==> config.mk <==
export PLATFORM = sky130hd
export DESIGN_NAME = rr_arb2to1_flat
export DESIGN_NICKNAME = d
export VERILOG_FILES = /design/src/rtl/rr_arb_pkg.sv /design/src/rtl/rr_arb2to1_if.sv /design/src/rtl/rr_pick2.sv /design/src/rtl/rr_arb2to1.sv /design/src/flat_wrapper.sv
export SDC_FILE = /design/constraint.sdc
export NUM_CORES = 1
export LEC_CHECK = 0
export ABC_CLOCK_PERIOD_IN_PS = 1900
export CORE_UTILIZATION = 36
export CTS_CLUSTER_SIZE = 14
export DETAILED_ROUTE_END_ITERATION = 8
export PLACE_DENSITY = 0.82
export SETUP_SLACK_MARGIN = 0.4
export SLEW_MARGIN = 30
export SYNTH_ARGS = -nofsm -noshare
export SYNTH_HDL_FRONTEND = slang
export SYNTH_HIERARCHICAL = 1
export SYNTH_SLANG_ARGS = --single-unit
==> constraint.sdc <==
create_clock -name clk -period 1.9 [get_ports clk]
set_input_delay 0.19 -clock clk [delete_from_list [all_inputs] [get_ports clk]]
set_output_delay 0.19 -clock clk [all_outputs]
set_load 0.01 [all_outputs]
==> src/rtl/rr_arb_pkg.sv <==
// rr_arb2to1 shared types
// Source ids and output-register states
package rr_arb_pkg;

   typedef logic src_t;

   localparam src_t SRC_A = 1'b0;
   localparam src_t SRC_B = 1'b1;

   typedef enum logic {
      ST_EMPTY = 1'b0,
      ST_FULL  = 1'b1
   } out_state_t;

endpackage

==> src/rtl/rr_arb2to1_if.sv <==
// rr_arb2to1 stream bundle
// Two source streams in, one merged stream out
interface rr_arb2to1_if
   import rr_arb_pkg::*;
#(
   parameter int WIDTH = 8
);

   logic             A_valid;
   logic [WIDTH-1:0] A_data;
   logic             A_ready;
   logic             B_valid;
   logic [WIDTH-1:0] B_data;
   logic             B_ready;
   logic             Y_valid;
   logic [WIDTH-1:0] Y_data;
   logic             Y_ready;
   src_t             Y_src;

   modport master (
      output A_valid, A_data,
      input  A_ready,
      output B_valid, B_data,
      input  B_ready,
      input  Y_valid, Y_data, Y_src,
      output Y_ready
   );

   modport slave (
      input  A_valid, A_data,
      output A_ready,
      input  B_valid, B_data,
      output B_ready,
      output Y_valid, Y_data, Y_src,
      input  Y_ready
   );

endinterface

==> src/rtl/rr_pick2.sv <==
// rr_pick2: two-way round-robin pick
// Lone requester always wins; a tie goes to the one not served last
module rr_pick2
   import rr_arb_pkg::*;
(
   input  logic a_valid,
   input  logic b_valid,
   input  src_t last,
   output logic grant_valid,
   output src_t grant
);

   // Pick a source from the current requests and the last winner
   always_comb begin
      grant_valid = a_valid | b_valid;
      grant       = SRC_A;
      unique case (1'b1)
         (a_valid & b_valid):  grant = ~last;
         (a_valid & ~b_valid): grant = SRC_A;
         (~a_valid & b_valid): grant = SRC_B;
         default:              grant = SRC_A;
      endcase
   end

endmodule

==> src/rtl/rr_arb2to1.sv <==
// rr_arb2to1: round-robin 2:1 stream merge
// One-word registered output; Y_src doubles as downstream mux select
module rr_arb2to1
   import rr_arb_pkg::*;
#(
   parameter int WIDTH = 8
)(
   input logic         clk,
   input logic         rst_n,
   rr_arb2to1_if.slave bus
);

   out_state_t       state_q;
   logic [WIDTH-1:0] data_q;
   src_t             src_q;
   src_t             last_q;
   logic             grant_valid;
   src_t             grant;
   logic             load_en;
   logic             load;
   logic [WIDTH-1:0] pick_data;

   rr_pick2 u_pick (
      .a_valid     (bus.A_valid),
      .b_valid     (bus.B_valid),
      .last        (last_q),
      .grant_valid (grant_valid),
      .grant       (grant)
   );

   assign load_en   = (state_q == ST_EMPTY) | bus.Y_ready;
   assign load      = load_en & grant_valid;
   assign pick_data = (grant == SRC_B) ? bus.B_data : bus.A_data;

   // Readys are held low while reset is asserted
   assign bus.A_ready = rst_n & load & (grant == SRC_A);
   assign bus.B_ready = rst_n & load & (grant == SRC_B);

   assign bus.Y_valid = (state_q == ST_FULL);
   assign bus.Y_data  = data_q;
   assign bus.Y_src   = src_q;

   // Output register: load on grant, drain to empty, hold on stall
   always_ff @(posedge clk or negedge rst_n) begin
      if (!rst_n) begin
         state_q <= ST_EMPTY;
         data_q  <= '0;
         src_q   <= SRC_A;
         last_q  <= SRC_B;
      end else begin
         unique case (state_q)
            ST_EMPTY: begin
               if (grant_valid) begin
                  state_q <= ST_FULL;
                  data_q  <= pick_data;
                  src_q   <= grant;
                  last_q  <= grant;
               end
            end
            ST_FULL: begin
               if (bus.Y_ready) begin
                  if (grant_valid) begin
                     data_q <= pick_data;
                     src_q  <= grant;
                     last_q <= grant;
                  end else begin
                     state_q <= ST_EMPTY;
                  end
               end
            end
            default: state_q <= ST_EMPTY;
         endcase
      end
   end

endmodule

==> src/flat_wrapper.sv <==
// flat-port wrapper written by rule: the top's interface ports become plain ports
module rr_arb2to1_flat import rr_arb_pkg::*;
#(
   parameter int WIDTH = 8
)
  (clk, rst_n, bus_A_valid, bus_A_data, bus_A_ready, bus_B_valid, bus_B_data, bus_B_ready, bus_Y_valid, bus_Y_data, bus_Y_src, bus_Y_ready);
  rr_arb2to1_if #(.WIDTH(WIDTH)) bus_i ();
  input logic clk;
  input logic rst_n;
  input wire logic [$bits(bus_i.A_valid)-1:0] bus_A_valid;
  input wire logic [$bits(bus_i.A_data)-1:0] bus_A_data;
  output wire logic [$bits(bus_i.A_ready)-1:0] bus_A_ready;
  input wire logic [$bits(bus_i.B_valid)-1:0] bus_B_valid;
  input wire logic [$bits(bus_i.B_data)-1:0] bus_B_data;
  output wire logic [$bits(bus_i.B_ready)-1:0] bus_B_ready;
  output wire logic [$bits(bus_i.Y_valid)-1:0] bus_Y_valid;
  output wire logic [$bits(bus_i.Y_data)-1:0] bus_Y_data;
  output wire logic [$bits(bus_i.Y_src)-1:0] bus_Y_src;
  input wire logic [$bits(bus_i.Y_ready)-1:0] bus_Y_ready;
  assign bus_i.A_valid = bus_A_valid;
  assign bus_i.A_data = bus_A_data;
  assign bus_A_ready = bus_i.A_ready;
  assign bus_i.B_valid = bus_B_valid;
  assign bus_i.B_data = bus_B_data;
  assign bus_B_ready = bus_i.B_ready;
  assign bus_Y_valid = bus_i.Y_valid;
  assign bus_Y_data = bus_i.Y_data;
  assign bus_Y_src = bus_i.Y_src;
  assign bus_i.Y_ready = bus_Y_ready;
  rr_arb2to1 #(.WIDTH(WIDTH)) u_core (.clk(clk), .rst_n(rst_n), .bus(bus_i));
endmodule
==> impl_metrics.env, run 1 <==
export IMPL_status="finished clean"
export IMPL_yosys_top_cells_count="dfrtp_1, a21oi_1, a31oi_1, mux2i_1"
export IMPL_p_int_uw=504
export IMPL_antennaDiodeCount=0
export IMPL_portBuffers=32
export IMPL_arrival_ns=1.24
export IMPL_rsz0062_at_grt="false"
export IMPL_cp_required_ns=1.71
export IMPL_crit_family="buffers and inverters"
export IMPL_reg2reg_depth=4
export IMPL_grt_pass1_vias=534
export IMPL_maxCapViolCount=0
export IMPL_maxSlewHeadroom=0.905
export IMPL_peakVddDrop_v=0.000353
export IMPL_fin_crit_ns=1.43
export IMPL_fp_dieW_um=42.5
export IMPL_ctsHoldBuffers=0
export IMPL_grt_overflow=0
export IMPL_syn_inst=49
export IMPL_ys_warn_count=6
export IMPL_yosys_register_bits=11
export IMPL_hold_viol=0
export IMPL_io_pins=33
export IMPL_netSwitchingPower_uw=182
export IMPL_die_area_um2=1800
export IMPL_r2r_end="u_core/bus.Y_data[7]$_DFFE_PN0P_"
export IMPL_clock_power_share=0.222
export IMPL_grt_pass1_wl_um=2210
export IMPL_yosysMostFrequentCell="dfrtp_1"
export IMPL_drt_initial_drc_count=3
export IMPL_synthMuxAreaShare=0.187
export IMPL_antenna_left=0
export IMPL_max_stage_delay_ns=0.49
export IMPL_cp_num_buf_inv=2
export IMPL_synthToLayoutAreaGrowth_pct=64.3
export IMPL_synth_top_family_by_area="multiplexers"
export IMPL_p_comb_frac=0.347
export IMPL_seq_area_frac_synth=0.469
export IMPL_gp_congestion=0.743
export IMPL_seqPwrFrac=0.431
export IMPL_synth_cell_area_um2=589
export IMPL_synthXorXnorAreaFrac=0
export IMPL_fp_row_count=14
export IMPL_min_period_over_period=0.751
export IMPL_setup_ws_ns=0.473
export IMPL_async_reset_ff_frac=1.00
export IMPL_post_place_ws_ns=-0.00437
export IMPL_dp_cells=100
export IMPL_p_leak_uw=0.000418
export IMPL_clockRootBuffer="clkbuf_4"
export IMPL_setup_viol=0
export IMPL_skew_ns=0.00484
export IMPL_crit_type="in -> out"
export IMPL_power_density_nw_per_um2=707
export IMPL_grt_max_degree=18
export IMPL_synthSimpleGateAreaFrac=0.0934
export IMPL_synth_fa_ha_area_frac=0
export IMPL_dp_hpwl_um=1010
export IMPL_fin_nets=110
export IMPL_synth_nets=70
export IMPL_synth_ff_type="dfrtp_1"
export IMPL_clk_pin_slew_ns=0.06
export IMPL_hp_class="in -> async"
export IMPL_worstReg2RegStart="u_core/last_q$_DFFE_PN1P_"
export IMPL_clock_path_buffers=2
export IMPL_critPathSlowestCell="clkdlybuf4s50_1"
export IMPL_cts_made_buffers=3
export IMPL_drive_gt1_frac=0.239
export IMPL_die_height_um=42.5
export IMPL_fmax_mhz=701
export IMPL_antenna_found_initial=0
export IMPL_vias=544
export IMPL_synth_area_per_cell_um2=12.0
export IMPL_layoutNonFillerInstCount=104
export IMPL_drtPass1Iterations=4
export IMPL_start_kind="input port"
export IMPL_final_setup_tns_ns=0
export IMPL_crit_fanout=4
export IMPL_switching_share=0.265
export IMPL_insertion_delay_ns=0.26
export IMPL_htree_levels=1
export IMPL_worstPathCellList="clkdlybuf4s50_1 -> a21boi_4 -> and4_2 -> clkbuf_2"
export IMPL_wl_per_cell_um=12.4
export IMPL_yosysTopAreaCell="dfrtp_1"
export IMPL_cts_tree="done"
export IMPL_tightest_slew_ns=0.138
export IMPL_grt_usage=0.165
export IMPL_synthDistinctLibCells=17
export IMPL_drc=0
export IMPL_reg2reg_slack_ns=0.68
export IMPL_ys_top_cells_by_area="dfrtp_1, mux2i_1, a31oi_1, a21oi_1, mux2_4"
export IMPL_final_max_slew_viol_count=0
export IMPL_totalWireLength_um=1290
export IMPL_viasPerCell=5.23
export IMPL_clock_sinks=11
export IMPL_yosys_area_top_type_share=0.425
export IMPL_synth_compound_gate_area_share=0.166
export IMPL_synth_edf_count=0
export IMPL_start_util=0.387
export IMPL_end_kind="output port"
export IMPL_core_area_um2=1520
## layer usage
metal	GRT usage	vias to the layer above	part of all wire
li1	-	260	-
met1	0.175	261	0.40
met2	0.292	21	0.53
met3	0.0474	2	0.062
met4	0.0875	0	0.012
met5	0	-	0
## layout make-up
class | count | area (um2)
fillers | 131 | 556
repair buffers | 40 | 369
flip-flops and latches | 11 | 277
multi-input cells | 33 | 277
clock buffers | 4 | 26.3
well taps | 16 | 20.0
## flip-flops by register name, summed over array words and instances (netlist names)
name                cells
u_core/bus.Y_valid      1
u_core/bus.Y_data       8
u_core/bus.Y_src        1
u_core/last_q           1
## timing repair
action	in CTS	in global routing
buffers inserted	0	0
endpoints found under the setup margin	2	1
cloned	0	0
endpoints found under the hold margin	0	0
resized for setup	10	1
## metrics by stage
stage | hold WS [ns] | area (um2) | utilization | total power [uW]
5_1_grt | 0.331 | 968 | 0.635 | 727
3_5_place_dp | 0.518 | 940 | 0.617 | 535
3_3_place_gp | 0.503 | 940 | 0.617 | 529
6_report | 0.307 | 968 | 0.635 | 685
4_1_cts | 0.305 | 973 | 0.639 | 693
2_1_floorplan | -0.106 | 589 | - | 403
## power groups by stage
stage          combinational, uW  sequential (uW)  clock (uW)
5_1_grt                      257              302         168
3_5_place_dp                 238              297           0
2_1_floorplan               93.0              310           0
4_1_cts                      240              296         157
6_report                     238              296         152
3_3_place_gp                 233              296           0
## how the worst max path moves through the flow
stage	from	end	cells after the start
floorplan	u_core/last_q$_DFFE_PN1P_	bus_B_ready	3
global placement	bus_B_valid	bus_B_ready	4
detailed placement	bus_B_valid	bus_B_ready	4
CTS	bus_B_valid	bus_B_ready	4
global route	u_core/last_q$_DFFE_PN1P_	bus_A_ready	3
finish	bus_B_valid	bus_B_ready	4
## layout by cell type (no fill, tap or decap), types with 2 or more instances in the layout
cell type        netlist  layout
mux2i_1                8       8
clkdlybuf4s50_1        0      29
clkbuf_4               0       3
buf_4                  1       8
a31oi_1                8       8
a21oi_1                8       8
dfrtp_1               10      10
mux2_4                 2       2
## cells by family (layout without fill, tap and decap cells)
family,after synthesis,count (layout)
buffers and inverters,5,44
muxes,10,10
and+or+nand+nor,6,6
DFF,11,11
AOI/OAI and AO/OA,17,17
(Power assumes the default switching activity.)
==> run 2: changes to the inputs <==
Settings changed: ABC_CLOCK_PERIOD_IN_PS 1900 to 1450.
Clock period 1.9 ns to 1.45 ns, I/O delays scaled along.
==> impl_metrics.env, run 2 (synthesis results as in run 1) <==
export IMPL_p_leak_uw=0.000445
export IMPL_layoutNonFillerInstCount=107
export IMPL_drt_initial_drc_count=6
export IMPL_viasPerCell=5.07
export IMPL_worstReg2RegStart="u_core/last_q$_DFFE_PN1P_"
export IMPL_drc=0
export IMPL_core_area_um2=1520
export IMPL_crit_family="flip-flops"
export IMPL_seq_area_um2=277
export IMPL_grt_usage=0.184
export IMPL_r2r_end="u_core/bus.Y_data[4]$_DFFE_PN0P_"
export IMPL_peakVddDrop_v=0.000495
export IMPL_fin_crit_ns=1.33
export IMPL_post_place_ws_ns=-0.404
export IMPL_io_pins=33
export IMPL_maxCapViolCount=0
export IMPL_gp_congestion=0.793
export IMPL_switching_share=0.285
export IMPL_final_max_slew_viol_count=0
export IMPL_fin_nets=113
export IMPL_min_period_over_period=0.918
export IMPL_cp_startpoint="u_core/last_q$_DFFE_PN1P_"
export IMPL_drtPass1Iterations=2
export IMPL_cts_tree="done"
export IMPL_critPathSlowestCell="dfstp_2"
export IMPL_fp_row_count=14
export IMPL_finalPower_uw=902
export IMPL_drive_gt1_frac=0.385
export IMPL_rsz0062_at_grt="true"
export IMPL_hold_ws_ns=0.247
export IMPL_antenna_found_initial=0
export IMPL_grt_pass1_wl_um=2410
export IMPL_die_height_um=42.5
export IMPL_fillCellCount=121
export IMPL_portBuffers=32
export IMPL_skew_ns=0.00278
export IMPL_crit_type="reg -> out"
export IMPL_clockRootBuffer="clkbuf_4"
export IMPL_seqPwrFrac=0.427
export IMPL_tightest_slew_ns=0.132
export IMPL_clk_pin_slew_ns=0.07
export IMPL_antenna_left=0
export IMPL_cts_made_buffers=3
export IMPL_setup_ws_ns=0.119
export IMPL_totalWireLength_um=1480
export IMPL_design_area_um2=980
export IMPL_crit_fanout=3
export IMPL_setup_viol=0
export IMPL_wl_per_cell_um=13.9
export IMPL_hold_viol=0
export IMPL_cp_required_ns=1.31
export IMPL_reg2reg_depth=5
export IMPL_start_util=0.387
export IMPL_netSwitchingPower_uw=257
export IMPL_grt_overflow=0
export IMPL_power_density_nw_per_um2=921
export IMPL_final_cell_mix="clkdlybuf4s50_1, dfrtp_1, clkbuf_2, buf_4"
export IMPL_hp_class="in -> async"
export IMPL_p_int_uw=645
export IMPL_multi_input_area_um2=282
export IMPL_arrival_ns=1.19
export IMPL_cp_num_buf_inv=1
export IMPL_maxSlewHeadroom=0.910
export IMPL_dp_hpwl_um=1020
export IMPL_post_dp_cell_area_um2=956
export IMPL_antennaDiodeCount=0
export IMPL_end_kind="output port"
export IMPL_insertion_delay_ns=0.27
export IMPL_grt_pass1_vias=538
export IMPL_dp_cells=100
export IMPL_max_stage_delay_ns=0.56
export IMPL_p_comb_frac=0.343
export IMPL_grt_max_degree=11
export IMPL_die_area_um2=1800
export IMPL_fmax_mhz=751
export IMPL_start_kind="register"
export IMPL_largest_reg_flops=8
export IMPL_clock_power_share=0.230
export IMPL_status="finished clean"
export IMPL_fp_dieW_um=42.5
export IMPL_clock_path_buffers=2
export IMPL_clock_sinks=11
export IMPL_worstPathCellList="a21boi_4 -> and4_2 -> buf_6"
export IMPL_reg2reg_slack_ns=0.15
export IMPL_vias=542
export IMPL_htree_levels=1
export IMPL_synthToLayoutAreaGrowth_pct=66.2
export IMPL_final_common_cell="clkdlybuf4s50_1"
run 2: through the flow:
| stage | TNS [ns] | util |
|---|---|---|
| after detailed placement | -1.18 | 0.627 |
| final | 0 | 0.643 |
| after global placement | -0.890 | 0.627 |
| after floorplan | 0 | - |
| after CTS | 0 | 0.667 |
| after global routing | 0 | 0.643 |
run 2: repair_timing:
| action | in CTS | in global routing |
|---|---|---|
| buffers inserted | 1 | 1 |
| endpoints found under the setup margin | 23 | 21 |
| hold buffers | 0 | 0 |
| pin swaps | 1 | 2 |
| gates resized for setup | 36 | 9 |
| cloned | 1 | 0 |
run 2: final cells by class:
cell class	instances	share of cell area
Timing Repair Buffer	43	0.383
Multi-Input combinational cell	33	0.287
Sequential cell	11	0.282
Clock buffer	4	0.0268
Tap cell	16	0.0204
run 2: layer usage:
layer / share of wire / GRT usage
met5: 0 / 0
met4: 0 / 0.0938
met3: 0.065 / 0.0647
met2: 0.50 / 0.286
met1: 0.43 / 0.224
run 2: how the worst max path moves through the flow:
stage | endpoint | slack (ns) | cells past startpoint
global placement | bus_A_ready | -0.34 | 5
detailed placement | bus_A_ready | -0.40 | 5
CTS | bus_A_ready | 0.1 | 3
floorplan | u_core/bus.Y_src$_DFFE_PN0P_ | 0.34 | 3
global route | bus_A_ready | 0.06 | 3
finish | bus_B_ready | 0.12 | 3
run 2: power by group through the flow:
stage	clock, uW	combinational (uW)	sequential, uW
after global routing	231	334	390
after floorplan	0	126	409
after detailed placement	0	316	389
after global placement	0	309	390
final	208	309	385
after CTS	215	322	385
